## config.mk

```make
export PLATFORM = sky130hd
export DESIGN_NAME = fifo_rd_framer_flat
export DESIGN_NICKNAME = d
export VERILOG_FILES = /design/src/rtl/fifo_rd_pkg.sv /design/src/rtl/fifo_rd_framer_if.sv /design/src/rtl/fifo_rd_skid.sv /design/src/rtl/fifo_rd_framer.sv /design/src/flat_wrapper.sv
export SDC_FILE = /design/constraint.sdc
export NUM_CORES = 1
export LEC_CHECK = 0
export BUFFER_PORTS_ARGS = -buffer_cell sky130_fd_sc_hd__buf_2
export CAP_MARGIN = 10
export CORE_AREA = 4 4 54 81
export DETAILED_ROUTE_END_ITERATION = 10
export DIE_AREA = 0 0 58 85
export PLACE_DENSITY = 0.72
export SYNTH_ARGS = -nofsm -noshare
export SYNTH_HDL_FRONTEND = slang
export SYNTH_SLANG_ARGS = --single-unit
```

## constraint.sdc

```tcl
create_clock -name clk -period 2.54 [get_ports clk]
set_clock_uncertainty 0.2 [all_clocks]
set_input_delay 0.127 -clock clk [delete_from_list [all_inputs] [get_ports clk]]
set_output_delay 0.127 -clock clk [all_outputs]
set_load 0.01 [all_outputs]
```

## src/rtl/fifo_rd_pkg.sv

```systemverilog
// Shared types and constants for the FIFO read-side framer and its skid buffer.
package fifo_rd_pkg;

    typedef enum logic {
        IDLE     = 1'b0,
        IN_FRAME = 1'b1
    } frame_state_e;

    localparam int DEF_WIDTH  = 9;
    localparam int SKID_DEPTH = 2;
    localparam int OCC_W      = $clog2(SKID_DEPTH + 1);

    typedef logic [OCC_W-1:0] occ_t;

    // The EOP marker always rides in the top bit of a FIFO word.
    function automatic int eop_bit(input int width);
        return width - 1;
    endfunction

    localparam int EOP_BIT = eop_bit(DEF_WIDTH);

endpackage

```

## src/rtl/fifo_rd_framer_if.sv

```systemverilog
// FIFO read port plus framed valid/ready output stream of the read-side framer.
interface fifo_rd_framer_if #(
    parameter int WIDTH = 9,
    parameter int PTR   = 4
);
    logic             fifo_rden;
    logic [WIDTH-1:0] fifo_dataout;
    logic             fifo_rdempty;
    logic [PTR:0]     fifo_rdusedw;

    logic             out_valid;
    logic             out_ready;
    logic [WIDTH-2:0] out_data;
    logic             out_sop;
    logic             out_eop;
    logic             out_err;

    modport master (
        output fifo_rden,
        input  fifo_dataout,
        input  fifo_rdempty,
        input  fifo_rdusedw,
        output out_valid,
        input  out_ready,
        output out_data,
        output out_sop,
        output out_eop,
        output out_err
    );

    modport slave (
        input  fifo_rden,
        output fifo_dataout,
        output fifo_rdempty,
        output fifo_rdusedw,
        input  out_valid,
        output out_ready,
        input  out_data,
        input  out_sop,
        input  out_eop,
        input  out_err
    );

endinterface

```

## src/rtl/fifo_rd_skid.sv

```systemverilog
// Two-entry in-order skid buffer that absorbs the FIFO's registered read latency.
module fifo_rd_skid
    import fifo_rd_pkg::*;
#(
    parameter int WIDTH = 9
) (
    input  logic             clk,
    input  logic             reset,
    input  logic             push,
    input  logic [WIDTH-1:0] push_data,
    input  logic             ready,
    output logic [WIDTH-1:0] head,
    output occ_t             occ,
    output logic             pop
);

    logic [WIDTH-1:0] tail;

    assign pop = (occ != occ_t'(0)) && ready;

    // Upstream request throttling guarantees a push never lands on a full buffer.
    always_ff @(posedge clk or posedge reset) begin
        if (reset) begin
            head <= '0;
            tail <= '0;
            occ  <= '0;
        end else begin
            case ({push, pop})
                2'b10: begin
                    if (occ == occ_t'(0)) head <= push_data;
                    else                  tail <= push_data;
                    occ <= occ + occ_t'(1);
                end
                2'b01: begin
                    head <= tail;
                    occ  <= occ - occ_t'(1);
                end
                2'b11: begin
                    if (occ == occ_t'(1)) begin
                        head <= push_data;
                    end else begin
                        head <= tail;
                        tail <= push_data;
                    end
                end
                default: ;
            endcase
        end
    end

endmodule

```

## src/rtl/fifo_rd_framer.sv

```systemverilog
// Drains the async FIFO read side into a SOP/EOP framed stream with MAX_LEN truncation.
// Optional statistics outputs are enabled by defining FIFO_RD_FRAMER_STATS_EN.
//
//   state    | meaning
//   IDLE     | next popped word opens a frame (SOP)
//   IN_FRAME | at least one word of the current frame has been popped
module fifo_rd_framer
    import fifo_rd_pkg::*;
#(
    parameter int WIDTH   = 9,
    parameter int PTR     = 4,
    parameter int MAX_LEN = 2048,
    parameter int LEN_W   = 12
) (
    input  logic             clk,
    input  logic             reset,
    fifo_rd_framer_if.master bus
`ifdef FIFO_RD_FRAMER_STATS_EN
    ,
    output logic [15:0]      frame_cnt,
    output logic [15:0]      err_cnt,
    output logic [PTR:0]     peak_usedw
`endif
);

    localparam int EOPB = eop_bit(WIDTH);

    frame_state_e     state, state_nxt;
    logic [LEN_W-1:0] len, len_nxt;

    occ_t             occ;
    logic             pop;
    logic             rd_pend;
    logic [WIDTH-1:0] head;
    logic [OCC_W:0]   fill_nxt;
    logic             rden_raw;
    logic             valid;
    logic             eop_raw;
    logic             force_eop;

    fifo_rd_skid #(.WIDTH(WIDTH)) u_skid (
        .clk       (clk),
        .reset     (reset),
        .push      (rd_pend),
        .push_data (bus.fifo_dataout),
        .ready     (bus.out_ready),
        .head      (head),
        .occ       (occ),
        .pop       (pop)
    );

    // Words buffered plus the read in flight, as they will stand after this edge.
    assign fill_nxt = {1'b0, occ} + (OCC_W+1)'(rd_pend) - (OCC_W+1)'(pop);
    assign rden_raw = !bus.fifo_rdempty && (fill_nxt < (OCC_W+1)'(SKID_DEPTH));
    assign bus.fifo_rden = rden_raw && !reset;

    always_ff @(posedge clk or posedge reset) begin
        if (reset) rd_pend <= 1'b0;
        else       rd_pend <= bus.fifo_rden;
    end

    always_ff @(posedge clk or posedge reset) begin
        if (reset) begin
            state <= IDLE;
            len   <= '0;
        end else begin
            state <= state_nxt;
            len   <= len_nxt;
        end
    end

    always_comb begin
        state_nxt = state;
        len_nxt   = len;
        if (pop) begin
            if (bus.out_eop) begin
                state_nxt = IDLE;
                len_nxt   = '0;
            end else begin
                state_nxt = IN_FRAME;
                len_nxt   = len + LEN_W'(1);
            end
        end
    end

    always_comb begin
        valid     = (occ != occ_t'(0));
        eop_raw   = head[EOPB];
        force_eop = valid && !eop_raw && (len == LEN_W'(MAX_LEN - 1));

        bus.out_valid = valid;
        bus.out_data  = head[WIDTH-2:0];
        bus.out_sop   = valid && (state == IDLE);
        bus.out_eop   = valid && (eop_raw || force_eop);
        bus.out_err   = force_eop;
    end

`ifdef FIFO_RD_FRAMER_STATS_EN
    always_ff @(posedge clk or posedge reset) begin
        if (reset) begin
            frame_cnt  <= '0;
            err_cnt    <= '0;
            peak_usedw <= '0;
        end else begin
            if (pop && bus.out_eop && frame_cnt != 16'hFFFF)
                frame_cnt <= frame_cnt + 16'd1;
            if (pop && force_eop && err_cnt != 16'hFFFF)
                err_cnt <= err_cnt + 16'd1;
            if (bus.fifo_rdusedw > peak_usedw)
                peak_usedw <= bus.fifo_rdusedw;
        end
    end
`else
    logic [PTR:0] unused_usedw;
    assign unused_usedw = bus.fifo_rdusedw;
`endif

endmodule
```

## src/flat_wrapper.sv

```systemverilog
// flat-port wrapper written by rule: the top's interface ports become plain ports
module fifo_rd_framer_flat import fifo_rd_pkg::*;
#(
    parameter int WIDTH   = 9,
    parameter int PTR     = 4,
    parameter int MAX_LEN = 2048,
    parameter int LEN_W   = 12
)
  (clk, reset, bus_fifo_rden, bus_fifo_dataout, bus_fifo_rdempty, bus_fifo_rdusedw, bus_out_valid, bus_out_ready, bus_out_data, bus_out_sop, bus_out_eop, bus_out_err);
  fifo_rd_framer_if #(.WIDTH(WIDTH), .PTR(PTR)) bus_i ();
  input  logic clk;
  input  logic reset;
  output wire logic [$bits(bus_i.fifo_rden)-1:0] bus_fifo_rden;
  input wire logic [$bits(bus_i.fifo_dataout)-1:0] bus_fifo_dataout;
  input wire logic [$bits(bus_i.fifo_rdempty)-1:0] bus_fifo_rdempty;
  input wire logic [$bits(bus_i.fifo_rdusedw)-1:0] bus_fifo_rdusedw;
  output wire logic [$bits(bus_i.out_valid)-1:0] bus_out_valid;
  input wire logic [$bits(bus_i.out_ready)-1:0] bus_out_ready;
  output wire logic [$bits(bus_i.out_data)-1:0] bus_out_data;
  output wire logic [$bits(bus_i.out_sop)-1:0] bus_out_sop;
  output wire logic [$bits(bus_i.out_eop)-1:0] bus_out_eop;
  output wire logic [$bits(bus_i.out_err)-1:0] bus_out_err;
  assign bus_fifo_rden = bus_i.fifo_rden;
  assign bus_i.fifo_dataout = bus_fifo_dataout;
  assign bus_i.fifo_rdempty = bus_fifo_rdempty;
  assign bus_i.fifo_rdusedw = bus_fifo_rdusedw;
  assign bus_out_valid = bus_i.out_valid;
  assign bus_i.out_ready = bus_out_ready;
  assign bus_out_data = bus_i.out_data;
  assign bus_out_sop = bus_i.out_sop;
  assign bus_out_eop = bus_i.out_eop;
  assign bus_out_err = bus_i.out_err;
  fifo_rd_framer #(.WIDTH(WIDTH), .PTR(PTR), .MAX_LEN(MAX_LEN), .LEN_W(LEN_W)) u_core (.clk(clk), .reset(reset), .bus(bus_i));
endmodule
```

== Word-level counts from Yosys, hierarchy flattened ==
Cells that the tools add are included.

* Input port bits: 18
* Flip-flop bits (word level): 34
* Word-level logic and storage cells: 48
* Output and inout bits: 13

* Equality and inequality tests: 8
* Order comparisons: 1
* Add/subtract/negate cells: 5
* Bitwise gates (word level): 1
* Mux-type cells: 9
* Reductions and logical operators: 18

{| class="wikitable"
|+ Operators with widths
! operator !! number
|-
| 2-to-1 mux 9 bit || 4
|-
| one-hot mux 9 bit (3 select lines) || 1
|-
| one-hot mux 9 bit (2 select lines) || 1
|-
| adder 12 x 1 -> 12 bit, second input constant || 1
|-
| equality test 12 x 11 -> 1 bit, second input constant || 1
|-
| 2-to-1 mux 12 bit || 1
|-
| logical AND 1 bit || 7
|-
| != test 2 bit, second input constant || 3
|-
| nonzero test 2 bit || 3
|-
| equality test 2 x 1 -> 1 bit, second input constant || 2
|-
| equality test 2 bit, second input constant || 2
|-
| one-hot mux 2 bit (2 select lines) || 1
|-
| adder 2 x 1 -> 3 bit || 1
|-
| zero test 1 bit || 3
|-
| less-than comparator 3 x 2 -> 1 bit, second input constant || 1
|-
| AND reduction 3 bit || 1
|-
| nonzero test 3 bit || 1
|-
| subtractor 3 x 1 -> 3 bit || 1
|-
| adder 2 x 1 -> 2 bit, second input constant || 1
|-
| zero test 2 bit || 1
|-
| AND reduction 2 bit || 1
|-
| subtractor 2 x 1 -> 2 bit, second input constant || 1
|-
| logical OR 1 bit || 1
|-
| 2-to-1 mux 1 bit || 1
|-
| inverter 1 bit || 1
|}

== Logic depth before layout (Yosys ltp) ==
Gate-level depths: netlist of the first run.

* Depth in word-level cells: 6
* Gate-level depth with buffers: 10
* Depth with buffers taken out: 9

== Modules after synthesis ==
A second synthesis of the first run with hierarchy kept.

* Cell total of the unflattened synthesis: 161
* Area total of the unflattened synthesis: 1,774.2 um2

{| class="wikitable"
|+ By module, submodules not included
! module !! times used !! seq. area each (um2) !! cells each !! area an instance (um2)
|-
| fifo_rd_skid || 1 || 500.5 || 72 || 920.9
|-
| fifo_rd_framer || 1 || 350.3 || 89 || 853.3
|}

== Least setup slack after synthesis of the first run ==
OpenSTA, ideal clock, no wires.

* Path type: register to register
* From: register u_core.u_skid.occ[1]
* To: register u_core.rd_pend
* Library setup time: 0.181 ns
* Required time: 2.159 ns
* Period minus slack after synthesis: 3.048 ns
* Stages on the path, launching flop included: 11
* Buffers on the path: 1
* Arrival time: 2.667 ns
* Path slack: -0.508 ns
* Path through: dfrtp_1 -> inv_1 -> ha_1 -> nor2b_4 -> inv_2 -> buf_2 -> ha_1 -> nand2b_1 -> fa_1 -> xor2_1 -> nor4b_1

* Word-level cells in the longest chain between the ends: 6
* Elaborated cells on any way between the ends: 7
* Classes of those cells: 2 x add/sub; 1 x order compare; 4 x reduce/logical

{| class="wikitable"
|+ Ends and longest elaborated chain
! item !! line !! source
|-
| start, declared || fifo_rd_skid.sv:13 || <nowiki>output occ_t occ,</nowiki>
|-
| start signal, assigned || fifo_rd_skid.sv:32 || <nowiki>occ <= occ + occ_t'(1);</nowiki>
|-
| start signal, assigned || fifo_rd_skid.sv:36 || <nowiki>occ <= occ - occ_t'(1);</nowiki>
|-
| parallel branches: the longest is 2 deep, another holds adder 2 x 1 -> 3 bit || - ||
|-
| subtractor 3 x 1 -> 3 bit (*) || fifo_rd_framer.sv:53 || <nowiki>assign fill_nxt = {1'b0, occ} + (OCC_W+1)'(rd_pend) - (OCC_W+1)'(pop);</nowiki>
|-
| less-than comparator 3 x 2 -> 1 bit (*) || fifo_rd_framer.sv:54 || <nowiki>assign rden_raw = !bus.fifo_rdempty && (fill_nxt < (OCC_W+1)'(SKID_DEPTH));</nowiki>
|-
| logical AND 1 bit (*) || fifo_rd_framer.sv:54 ||
|-
| logical AND 1 bit (*) || fifo_rd_framer.sv:55 || <nowiki>assign bus.fifo_rden = rden_raw && !reset;</nowiki>
|-
| named net bus_fifo_rden || flat_wrapper.sv:13 || <nowiki>output wire logic [$bits(bus_i.fifo_rden)-1:0] bus_fifo_rden;</nowiki>
|-
| end signal, assigned || fifo_rd_framer.sv:59 || <nowiki>else rd_pend <= bus.fifo_rden;</nowiki>
|-
| end, declared || fifo_rd_framer.sv:33 || <nowiki>logic rd_pend;</nowiki>
|}

Mark *: on every way through the listed nets, which the timed path passes.
A chain may end at the register's enable or synchronous reset.

== Worst setup path after layout of the first run ==
* From: register u_core.u_skid.occ[1]
* To: output bus_fifo_rden

* Word-level cells in the longest chain between the ends: 6
* Elaborated cells on any way between the ends: 7
* Classes of those cells: 2 x add/sub; 1 x order compare; 4 x reduce/logical

{| class="wikitable"
|+ Ends and longest elaborated chain
! item !! line
|-
| parallel branches: the longest is 2 deep, another holds adder 2 x 1 -> 3 bit || -
|-
| subtractor 3 x 1 -> 3 bit (*) || fifo_rd_framer.sv:53
|-
| less-than comparator 3 x 2 -> 1 bit (*) || fifo_rd_framer.sv:54
|-
| logical AND 1 bit (*) || fifo_rd_framer.sv:54
|-
| logical AND 1 bit (*) || fifo_rd_framer.sv:55
|-
| end, declared || flat_wrapper.sv:13
|}

Mark *: on every way between the ends.

==> run_results.csv, run 1 <==
group,metric,value,unit
status,status,"finished, violations left",
status,violations,"setup timing",
power,p_int,1.48,mW
place,dp_slack,127,ps
drt,drc_errors,0,
power,sequentialPowerShare,0.394,
worst_setup_path,end_kind,"output pin",
cts,clkTransAtPathRegs,60,ps
worst_setup_path,crit_slowest_cell,"dfrtp_1",
global_routing,grt_max_degree,35,
cts,cts_root_buf,"clkbuf_8",
timing,max_freq,379,MHz
cells_and_area,stdcell_area,2190,µm²
timing,setup_viol,1,
timing,timing.final.ws_setup,-101,ps
global_routing,grt_pass1_vias,1441,
timing,finalCriticalPeriod,2640,ps
worst_setup_path,slowest_delay,370,ps
worst_setup_path,required,2210,ps
worst_setup_path,cp_max_fo,4,
cells_and_area,layout_commonest_cell,"dfrtp_1",
die,die_x,58,µm
global_routing,antenna_found_initial,0,
cts,h-tree-depth,2,
die,die_h,85,µm
cells_and_area,diodes,0,
drt,via_per_inst,5.24,
timing,grt_setup_unrepaired,"true",
yosys,avgSynthCellArea,10.5,µm²
power,power_density,1070,nW/µm²
worst_setup_path,cp-start-kind,"flip-flop",
cells_and_area,layout_common_cells,"dfrtp_1, buf_2, nand2_1, o21ai_0",
cells_and_area,fin_util,0.599,
yosys,yosysSeqAreaShare,0.473,
power,p_clk_frac,0.170,
cells_and_area,finalNonFillerCells,253,
cts,cts_sinks,34,
drt,vias,1325,
die,io_pins,31,
worst_setup_path,crit_type,"flip-flop to output pin",
place,dp_hpwl,2.59,mm
timing,post-route-period-util,1.04,
cts,worstSkewPairLatency,280,ps
worst_setup_path,r2r_slack,190,ps
power,power.switching,865,µW
worst_setup_path,worstPathArrival,2310,ps
global_routing,grt_overflow,0,
global_routing,grt_use_total,0.160,
place,numPlacedInstances,232,
worst_setup_path,startpoint,"u_core.u_skid.occ[1]",
cells_and_area,fillers,296,
power,power.share.switching,0.369,
place,port_buffers,25,
global_routing,grt_pass1_wl,6.14,mm
worst_setup_path,crit_chain,"inv_2 -> ha_4 -> nor2b_4 -> inv_2 -> ha_4 -> nand2b_4 -> fa_2 -> xor2_1 -> nor4b_2 -> buf_2",
yosys,syn_area,1800,µm²
place,placed_cell_area,1970,µm²
cts,cts_tree,"done",
yosys,syn-num-nets,194,
worst_setup_path,path_depth,10,
cells_and_area,syn_to_final_growth,21.6,%
drt,wirelength,3.50,mm
yosys,yosysWarnings,0,
cells_and_area,seqCellArea,851,µm²
timing,final_max_slew_viol_count,0,
drt,wl_per_cell,13.8,µm
cells_and_area,drive_above_1_share,0.324,
timing,hold_violations,0,
cells_and_area,multi_input_comb_area,865,µm²
worst_setup_path,reg2reg_to,"u_core.rd_pend",
power,comb_power_share,0.436,
power,p_leak,1.03,nW
power,peakVddDrop,742,µV
drt,final_antenna_net_count,0,
drt,dr.first_iter.drc_count,44,
die,start_util,0.493,
place,globalplace.congestion,0.764,
cells_and_area,layout.nets,232,
worst_hold_path,worstHoldStart,"bus_fifo_rdempty",
worst_setup_path,rr_worst_depth,11,
timing,relSlewSlack,0.538,
die,dieArea,4930,µm²
worst_hold_path,worstHoldPathType,"input pin to flip-flop",
worst_setup_path,path_delay_family,"adder cells",
yosys,synth_seq_cells,34,
job,cap_violations,0,
die,num_rows,27,
cts,cts_buffers,5,
worst_setup_path,reg2reg_from,"u_core.u_skid.occ[1]",
die,coreArea,3650,µm²
cts,cts_buffer_depth,2,
worst_setup_path,critPathBufInv,3,
worst_setup_path,endpoint,"bus_fifo_rden",
yosys,yosys.cell_types.count,36,
yosys,syn_inst,171,
drt,detail_route.first_pass.iterations,4,
timing,worst_pin_slew,693,ps
==> worst min path at each step <==
| stage | depth (start not counted) | slack (ps) | endpoint |
|---|---|---|---|
| detailed placement | 3 | 60 | u_core.len[0] |
| CTS | 4 | 30 | u_core.rd_pend |
| global route | 4 | 50 | u_core.rd_pend |
| finish | 4 | 50 | u_core.rd_pend |
| floorplan | 1 | 20 | u_core.rd_pend |
| global placement | 3 | 50 | u_core.rd_pend |
==> flip-flops by register name (all words and copies together) (netlist names) <==
| register | cells |
|---|---|
| u_core.u_skid.occ | 2 |
| u_core.u_skid.tail | 9 |
| u_core.rd_pend | 1 |
| u_core.state | 1 |
| u_core.u_skid.head | 9 |
| u_core.len | 12 |
==> repair_timing <==
action                     in CTS  in global routing
hold buffers                   10                  0
resized for setup               0                  1
buffers inserted                3                  0
hold endpoints to repair       52                  0
pin swaps                       1                  0
setup endpoints to repair       1                  2
==> synthesized netlist by cell type, drive strengths merged <==
cell / instances / area share
nand4: 2 / 0.0070
nor4b: 2 / 0.0097
xnor2: 7 / 0.034
o311ai: 1 / 0.0049
ha: 4 / 0.028
dfrtp: 34 / 0.47
o21ai: 17 / 0.047
o41ai: 1 / 0.0090
or2: 1 / 0.0035
nand2b: 2 / 0.0070
a21oi: 8 / 0.031
mux2: 10 / 0.063
and2: 1 / 0.0035
nand4b: 1 / 0.013
nor2b: 2 / 0.011
clkbuf: 1 / 0.0021
nand3: 2 / 0.0056
nand2: 25 / 0.056
a21o: 2 / 0.0083
mux2i: 9 / 0.050
fa: 1 / 0.011
xor2: 1 / 0.0049
nor4: 3 / 0.017
inv: 9 / 0.019
nor3: 7 / 0.019
buf: 12 / 0.049
nor2: 6 / 0.013
==> power by group through the flow <==
stage	clock [mW]	sequential [mW]	combinational, mW
2_1_floorplan	0	0.886	0.828
3_3_place_gp	0	0.905	0.944
3_5_place_dp	0	0.926	0.999
4_1_cts	0.414	0.921	1.04
5_1_grt	0.438	0.947	1.15
6_report	0.398	0.923	1.02
==> metal layers <==
metal	wire length [µm]	global-route usage	up-vias
met5	0	0	-
li1	-	-	654
met1	1360	0.174	634
met4	67	0.0675	0
met3	154	0.0457	6
met2	1920	0.282	31
==> worst reg2reg max path: cells and delay by family, from the launching register on <==
| kind | cells | cell delay (ps) |
|---|---|---|
| and+or+nand+nor | 3 | 500 |
| adders and majority gates | 3 | 720 |
| xor gates and xnor gates | 1 | 150 |
| buffers and inverters | 4 | 350 |
| DFF | 1 | 370 |
==> cells by family (layout without fill, tap and decap cells) <==
group                      after synthesis  count (layout)  share of synthesized area
AOI/OAI and AO/OA                       29              29                      0.100
xor gates and xnor gates                 8               8                     0.0389
adders and majority gates                5               5                     0.0389
buffers and inverters                   22              61                     0.0702
DFF                                     34              34                      0.473
muxes                                   19              19                      0.113
and+or+nand+nor                         54              54                      0.166
==> metrics by stage <==
step                      setup TNS, ps  hold slack [ps]  power [mW]
after global placement                0             51.8        1.85
after detailed placement              0             57.1        1.93
after global routing               -197             51.2        2.53
after CTS                          -118             33.5        2.37
after floorplan                    -105             21.5        1.71
final                              -101             47.2        2.34
==> layout make-up <==
class	instances	share of cell area
Sequential cell	34	0.389
Clock inverter	1	0.00229
Inverter	9	0.0154
Timing Repair Buffer	44	0.134
Multi-Input combinational cell	115	0.395
Tap cell	43	0.0246
Clock buffer	7	0.0395
Note: power is estimated with default switching activity, not from simulation.
==> run 2: changes to the inputs <==
- CORE_AREA: 4 4 54 81 -> 4 4 57 85
- DIE_AREA: 0 0 58 85 -> 0 0 61 89
- PLACE_DENSITY: 0.72 -> 0.63
- clock period: 2.54 -> 2.7 ns (I/O delays scaled with it)
==> run 2 against run 1 <==
  * The run now ends clean
  * Register-to-register slack better by 230 ps
  * Power fell by 6.3%
  * Worst hold slack improved by 120 ps
  * First-iteration DRC count fell by 82%
  * Core utilization decreased by 7.1 points
  * Die area increased by 10%
  * Critical path type unchanged
==> run_results.csv, run 2 (synthesis results as in run 1) <==
group,metric,value,unit
cells_and_area,layout_common_cells,"dfrtp_1, buf_2, nand2_1, o21ai_0, dlygate4sd3_1",
cts,clkTransAtPathRegs,70,ps
cts,cts_buffer_depth,2,
drt,detail_route.first_pass.iterations,4,
global_routing,grt_max_degree,35,
worst_setup_path,crit_chain,"inv_1 -> ha_4 -> nor2b_4 -> inv_2 -> ha_4 -> nand2b_4 -> fa_2 -> xor2_1 -> nor4b_2 -> buf_2",
worst_setup_path,cp_max_fo,4,
worst_setup_path,crit_slowest_cell,"dfrtp_1",
die,start_util,0.435,
power,power.switching,811,µW
drt,final_antenna_net_count,0,
timing,worst_pin_slew,708,ps
drt,vias,1302,
power,peakVddDrop,563,µV
power,comb_power_share,0.435,
drt,wl_per_cell,13.6,µm
worst_hold_path,worstHoldPathType,"input pin to flip-flop",
timing,finalCriticalPeriod,2670,ps
cells_and_area,syn_to_final_growth,21.4,%
cts,worstSkewPairLatency,280,ps
power,sequentialPowerShare,0.390,
die,die_h,89,µm
global_routing,grt_pass1_wl,6.21,mm
cells_and_area,multi_input_comb_area,863,µm²
timing,final_max_slew_viol_count,0,
worst_setup_path,slowest_delay,340,ps
cts,h-tree-depth,2,
cells_and_area,layout_commonest_cell,"dfrtp_1",
cts,cts_root_buf,"clkbuf_8",
cts,cts_buffers,5,
timing,hold_ws,170,ps
worst_setup_path,cp_common_cell,"ha_4",
global_routing,grt_use_total,0.153,
place,port_buffers,25,
die,io_pins,31,
die,coreArea,4140,µm²
cells_and_area,largest_reg_flops,12,
job,cap_violations,0,
cells_and_area,drive_above_1_share,0.306,
cells_and_area,diodes,0,
cells_and_area,largest_register,"u_core.len",
drt,via_per_inst,5.11,
die,die_x,61,µm
cts,cts_sinks,34,
place,dp_hpwl,2.57,mm
drt,dr.first_iter.drc_count,8,
drt,wirelength,3.47,mm
global_routing,antenna_found_initial,0,
power,p_leak,1.03,nW
worst_setup_path,crit_type,"flip-flop to output pin",
power,p_clk_frac,0.175,
cells_and_area,fillers,390,
die,num_rows,29,
die,dieArea,5430,µm²
power,power_density,1000,nW/µm²
place,globalplace.congestion,0.746,
timing,grt_setup_unrepaired,"true",
worst_setup_path,end_kind,"output pin",
cells_and_area,layout.nets,231,
worst_setup_path,cp-start-kind,"flip-flop",
power,p_int,1.38,mW
cells_and_area,stdcell_area,2180,µm²
global_routing,grt_pass1_vias,1393,
timing,setup_viol,0,
status,status,"finished clean",
cts,cts_tree,"done",
cells_and_area,largestRegisters,"u_core.len x12, u_core.u_skid.head x9, u_core.u_skid.tail x9",
timing,hold_violations,0,
worst_setup_path,worstPathArrival,2340,ps
cells_and_area,seqCellArea,851,µm²
timing,max_freq,374,MHz
timing,post-route-period-util,0.989,
worst_setup_path,required,2370,ps
place,placed_cell_area,1950,µm²
timing,relSlewSlack,0.528,
power,power.share.switching,0.370,
global_routing,grt_overflow,0,
drt,drc_errors,0,
-- run 2: cell count changes in the layout (fill, tap and decap cells not counted) --
cell / previous run / this run
buf_4: 9 / 7
a21o_1: 1 / 2
a21o_2: 1 / 0
dlygate4sd3_1: 10 / 11
inv_1: 6 / 7
inv_2: 3 / 2
-- run 2: what timing repair did --
item	CTS	global route
endpoints found under the hold margin	53	0
setup endpoints to repair	1	1
setup buffers	3	0
hold buffers	11	0
pin swaps	1	0
resized for setup	1	1
-- run 2: power groups by stage --
stage	Sequential [mW]	Combinational, mW	Clock [mW]
floorplan	0.828	0.758	0
global placement	0.863	0.839	0
detailed placement	0.880	0.899	0
CTS	0.858	0.958	0.397
global route	0.884	1.08	0.417
finish	0.856	0.954	0.383
-- run 2: area by class of cell --
cell class | instances | share of cell area
sequential | 34 | 0.389
tap | 46 | 0.0263
inverter | 9 | 0.0155
timing repair buffer | 43 | 0.132
multi-input combinational | 115 | 0.395
clock inverter | 1 | 0.00229
clock buffer | 7 | 0.0395
-- run 2: metrics by stage --
step           worst slack, ps  total power [mW]  setup TNS, ps  std cells  utilization
2_1_floorplan             15.7              1.59              0        171            -
3_3_place_gp               204              1.70              0        233        0.472
3_5_place_dp               100              1.78              0        233        0.472
4_1_cts                   16.7              2.21              0        255        0.526
5_1_grt                  -54.7              2.38          -54.7        255        0.528
6_report                  28.6              2.19              0        255        0.528
-- run 2: path summary, 6_finish.rpt --
kind / start / end / slack, ps / cells past startpoint
max: u_core.u_skid.occ[0] / bus_fifo_rden / 30 / 10
min: bus_out_ready / u_core.len[5] / 170 / 5
max reg2reg: u_core.u_skid.occ[0] / u_core.rd_pend / 420 / 10
min reg2reg: u_core.u_skid.head[7] / u_core.u_skid.head[7] / 280 / 2
max in group asynchronous: reset / u_core.len[6] / 1680 / 4
min in group asynchronous: reset / u_core.rd_pend / 300 / 4
-- run 2: worst max-delay path, delay by kind of cell (launching register included) --
| kind | cells | cell delay, ps |
|---|---|---|
| adder cells (fa/ha/maj) | 3 | 730 |
| AND/OR/NAND/NOR | 3 | 510 |
| flip-flops | 1 | 340 |
| buffers and inverters | 3 | 320 |
| XOR/XNOR | 1 | 150 |
-- run 2: metal layers --
layer  track usage  vias to the layer above  routed length (µm)
li1              -                      649                   -
met1         0.174                      624                1350
met2         0.272                       21                1950
met3        0.0347                        8                  93
met4        0.0572                        0                  68
met5             0                        -                   0
==> run 3: changes to the inputs <==
- RECOVER_POWER: not set -> 100
==> run 3 against run 2 <==
  * The flow now finishes with violations (capacitance limit, slew limit)
  * Combinational power shrank 3.1%
  * Sequential power is essentially flat
  * Register-to-register slack got worse by 150 ps
==> run_results.csv, run 3 (synthesis results as in run 1) <==
group,metric,value,unit
drt,drc_errors,0,
worst_setup_path,required,2370,ps
worst_setup_path,cp-start-kind,"flip-flop",
cells_and_area,stdcell_area,2150,µm²
worst_setup_path,end_kind,"output pin",
status,status,"finished, violations left",
power,sequentialPowerShare,0.397,
timing,max_freq,374,MHz
cts,cts_tree,"done",
die,die_h,89,µm
place,dp_hpwl,2.57,mm
drt,met3_length,83,µm
global_routing,grt_pass1_vias,1393,
cells_and_area,layout_common_cells,"dfrtp_1, nand2_1, o21ai_0, buf_2, clkbuf_1",
cts,h-tree-depth,2,
power,p_clk_frac,0.176,
worst_setup_path,endpoint,"bus_fifo_rden",
cells_and_area,drive_above_1_share,0.239,
cts,cts_sinks,34,
place,globalplace.congestion,0.746,
cells_and_area,largest_reg_flops,12,
worst_setup_path,worstPathArrival,2340,ps
timing,hold_violations,0,
cells_and_area,finalNonFillerCells,255,
global_routing,grt_overflow,0,
power,power_density,1010,nW/µm²
timing,finalCriticalPeriod,2670,ps
status,violations,"capacitance limit, slew limit",
timing,worst_pin_slew,1790,ps
cts,cts_root_buf,"clkbuf_8",
job,cap_violations,1,
drt,wl_per_cell,13.6,µm
worst_setup_path,cp_max_fo,4,
die,die_x,61,µm
drt,via_per_inst,5.18,
power,peakVddDrop,559,µV
die,start_util,0.435,
die,io_pins,31,
timing,post-route-period-util,0.989,
cells_and_area,layout.nets,231,
worst_setup_path,slowest_delay,340,ps
worst_hold_path,worstHoldPathType,"input pin to flip-flop",
power,power.share.switching,0.371,
worst_setup_path,path_depth,10,
timing,grt_setup_unrepaired,"true",
worst_setup_path,reg2reg_from,"u_core.u_skid.occ[0]",
place,numPlacedInstances,233,
place,port_buffers,25,
drt,wirelength,3.46,mm
drt,vias,1322,
place,placed_cell_area,1950,µm²
worst_setup_path,rr_worst_depth,5,
power,p_leak,0.983,nW
global_routing,antenna_found_initial,0,
cts,clkTransAtPathRegs,60,ps
cts,cts_buffer_depth,2,
cells_and_area,syn_to_final_growth,19.5,%
worst_setup_path,path_delay_family,"adder cells",
worst_setup_path,crit_slowest_cell,"dfrtp_1",
global_routing,grt_use_total,0.153,
worst_setup_path,reg2reg_to,"u_core.u_skid.tail[3]",
die,num_rows,29,
power,power.switching,803,µW
global_routing,grt_pass1_wl,6.21,mm
cells_and_area,diodes,0,
drt,dr.first_iter.drc_count,13,
worst_setup_path,crit_type,"flip-flop to output pin",
cells_and_area,largestRegisters,"u_core.len x12, u_core.u_skid.head x9, u_core.u_skid.tail x9",
drt,detail_route.first_pass.iterations,4,
drt,topRoutingLayerUsed,"met4",
power,comb_power_share,0.427,
worst_setup_path,critPathBufInv,3,
cts,worstSkewPairLatency,280,ps
die,dieArea,5430,µm²
timing,final_max_slew_viol_count,35,
global_routing,grt_max_degree,35,
worst_setup_path,r2r_slack,270,ps
worst_setup_path,startpoint,"u_core.u_skid.occ[0]",
worst_setup_path,crit_chain,"inv_1 -> ha_4 -> nor2b_4 -> inv_2 -> ha_4 -> nand2b_4 -> fa_2 -> xor2_1 -> nor4b_2 -> buf_2",
cells_and_area,layout_commonest_cell,"dfrtp_1",
drt,wirelength_met1,1.34,mm
worst_setup_path,cp_common_cell,"ha_4",
drt,final_antenna_net_count,0,
timing,relSlewSlack,-0.195,
cells_and_area,largest_register,"u_core.len",
timing,setup_viol,0,
drt,wl_met2,1.99,mm
die,coreArea,4140,µm²
power,p_int,1.36,mW
cts,cts_buffers,5,
-- run 3: cell count changes in the layout (fill, tap and decap cells not counted) --
cell	delta
a21oi_1	+1
nor4_1	+1
buf_4	-1
buf_2	-11
a21oi_4	-1
clkbuf_1	+12
nor4_2	-1
-- run 3: through the flow --
step / hold WS (ps) / power (mW) / util / setup TNS [ps] / setup slack, ps
after floorplan: 29.5 / 1.59 / - / 0 / 15.7
after global placement: 62.8 / 1.70 / 0.472 / 0 / 204
after detailed placement: 71.7 / 1.78 / 0.472 / 0 / 100
after CTS: 167 / 2.21 / 0.526 / 0 / 16.7
after global routing: 201 / 2.35 / 0.520 / -54.7 / -54.7
final: 171 / 2.16 / 0.520 / 0 / 28.9
-- run 3: metal layers --
| layer | track usage | up-vias |
|---|---|---|
| li1 | - | 653 |
| met2 | 0.272 | 19 |
| met3 | 0.0347 | 6 |
| met1 | 0.174 | 644 |
| met4 | 0.0572 | 0 |
| met5 | 0 | - |
-- run 3: cell type report --
cell class	count	area [µm²]
clock buffers	7	86.3
well taps	46	57.6
clock inverters	1	5.00
flip-flops and latches	34	851
fillers	393	1990
repair buffers	43	270
multi-input cells	115	846
inverters	9	33.8
-- run 3: worst min path at each step --
stage | depth (start not counted) | to | slack [ps] | startpoint
5_1_grt | 5 | u_core.len[9] | 200 | bus_out_ready
3_5_place_dp | 3 | u_core.rd_pend | 70 | reset
4_1_cts | 5 | u_core.len[3] | 170 | bus_out_ready
6_report | 5 | u_core.len[5] | 170 | bus_out_ready
3_3_place_gp | 3 | u_core.rd_pend | 60 | reset
2_1_floorplan | 1 | u_core.rd_pend | 30 | bus_fifo_rdempty
-- run 3: worst min-delay path: stages --
cell      delay (ps)
buf_2            130
nand4b_4         120
nor3_1            60
xnor2_1          130
a21oi_1           40
-- run 3: timing repair --
action,CTS,global route
hold buffers,11,0
hold endpoints to repair,53,0
setup endpoints to repair,1,1
setup buffers,3,0
resized for setup,1,1
pin swaps,1,0
-- run 3: power groups by stage --
stage	sequential [mW]	clock, mW	combinational (mW)
floorplan	0.828	0	0.758
global placement	0.863	0	0.839
detailed placement	0.880	0	0.899
CTS	0.858	0.397	0.958
global route	0.885	0.417	1.05
finish	0.858	0.381	0.924
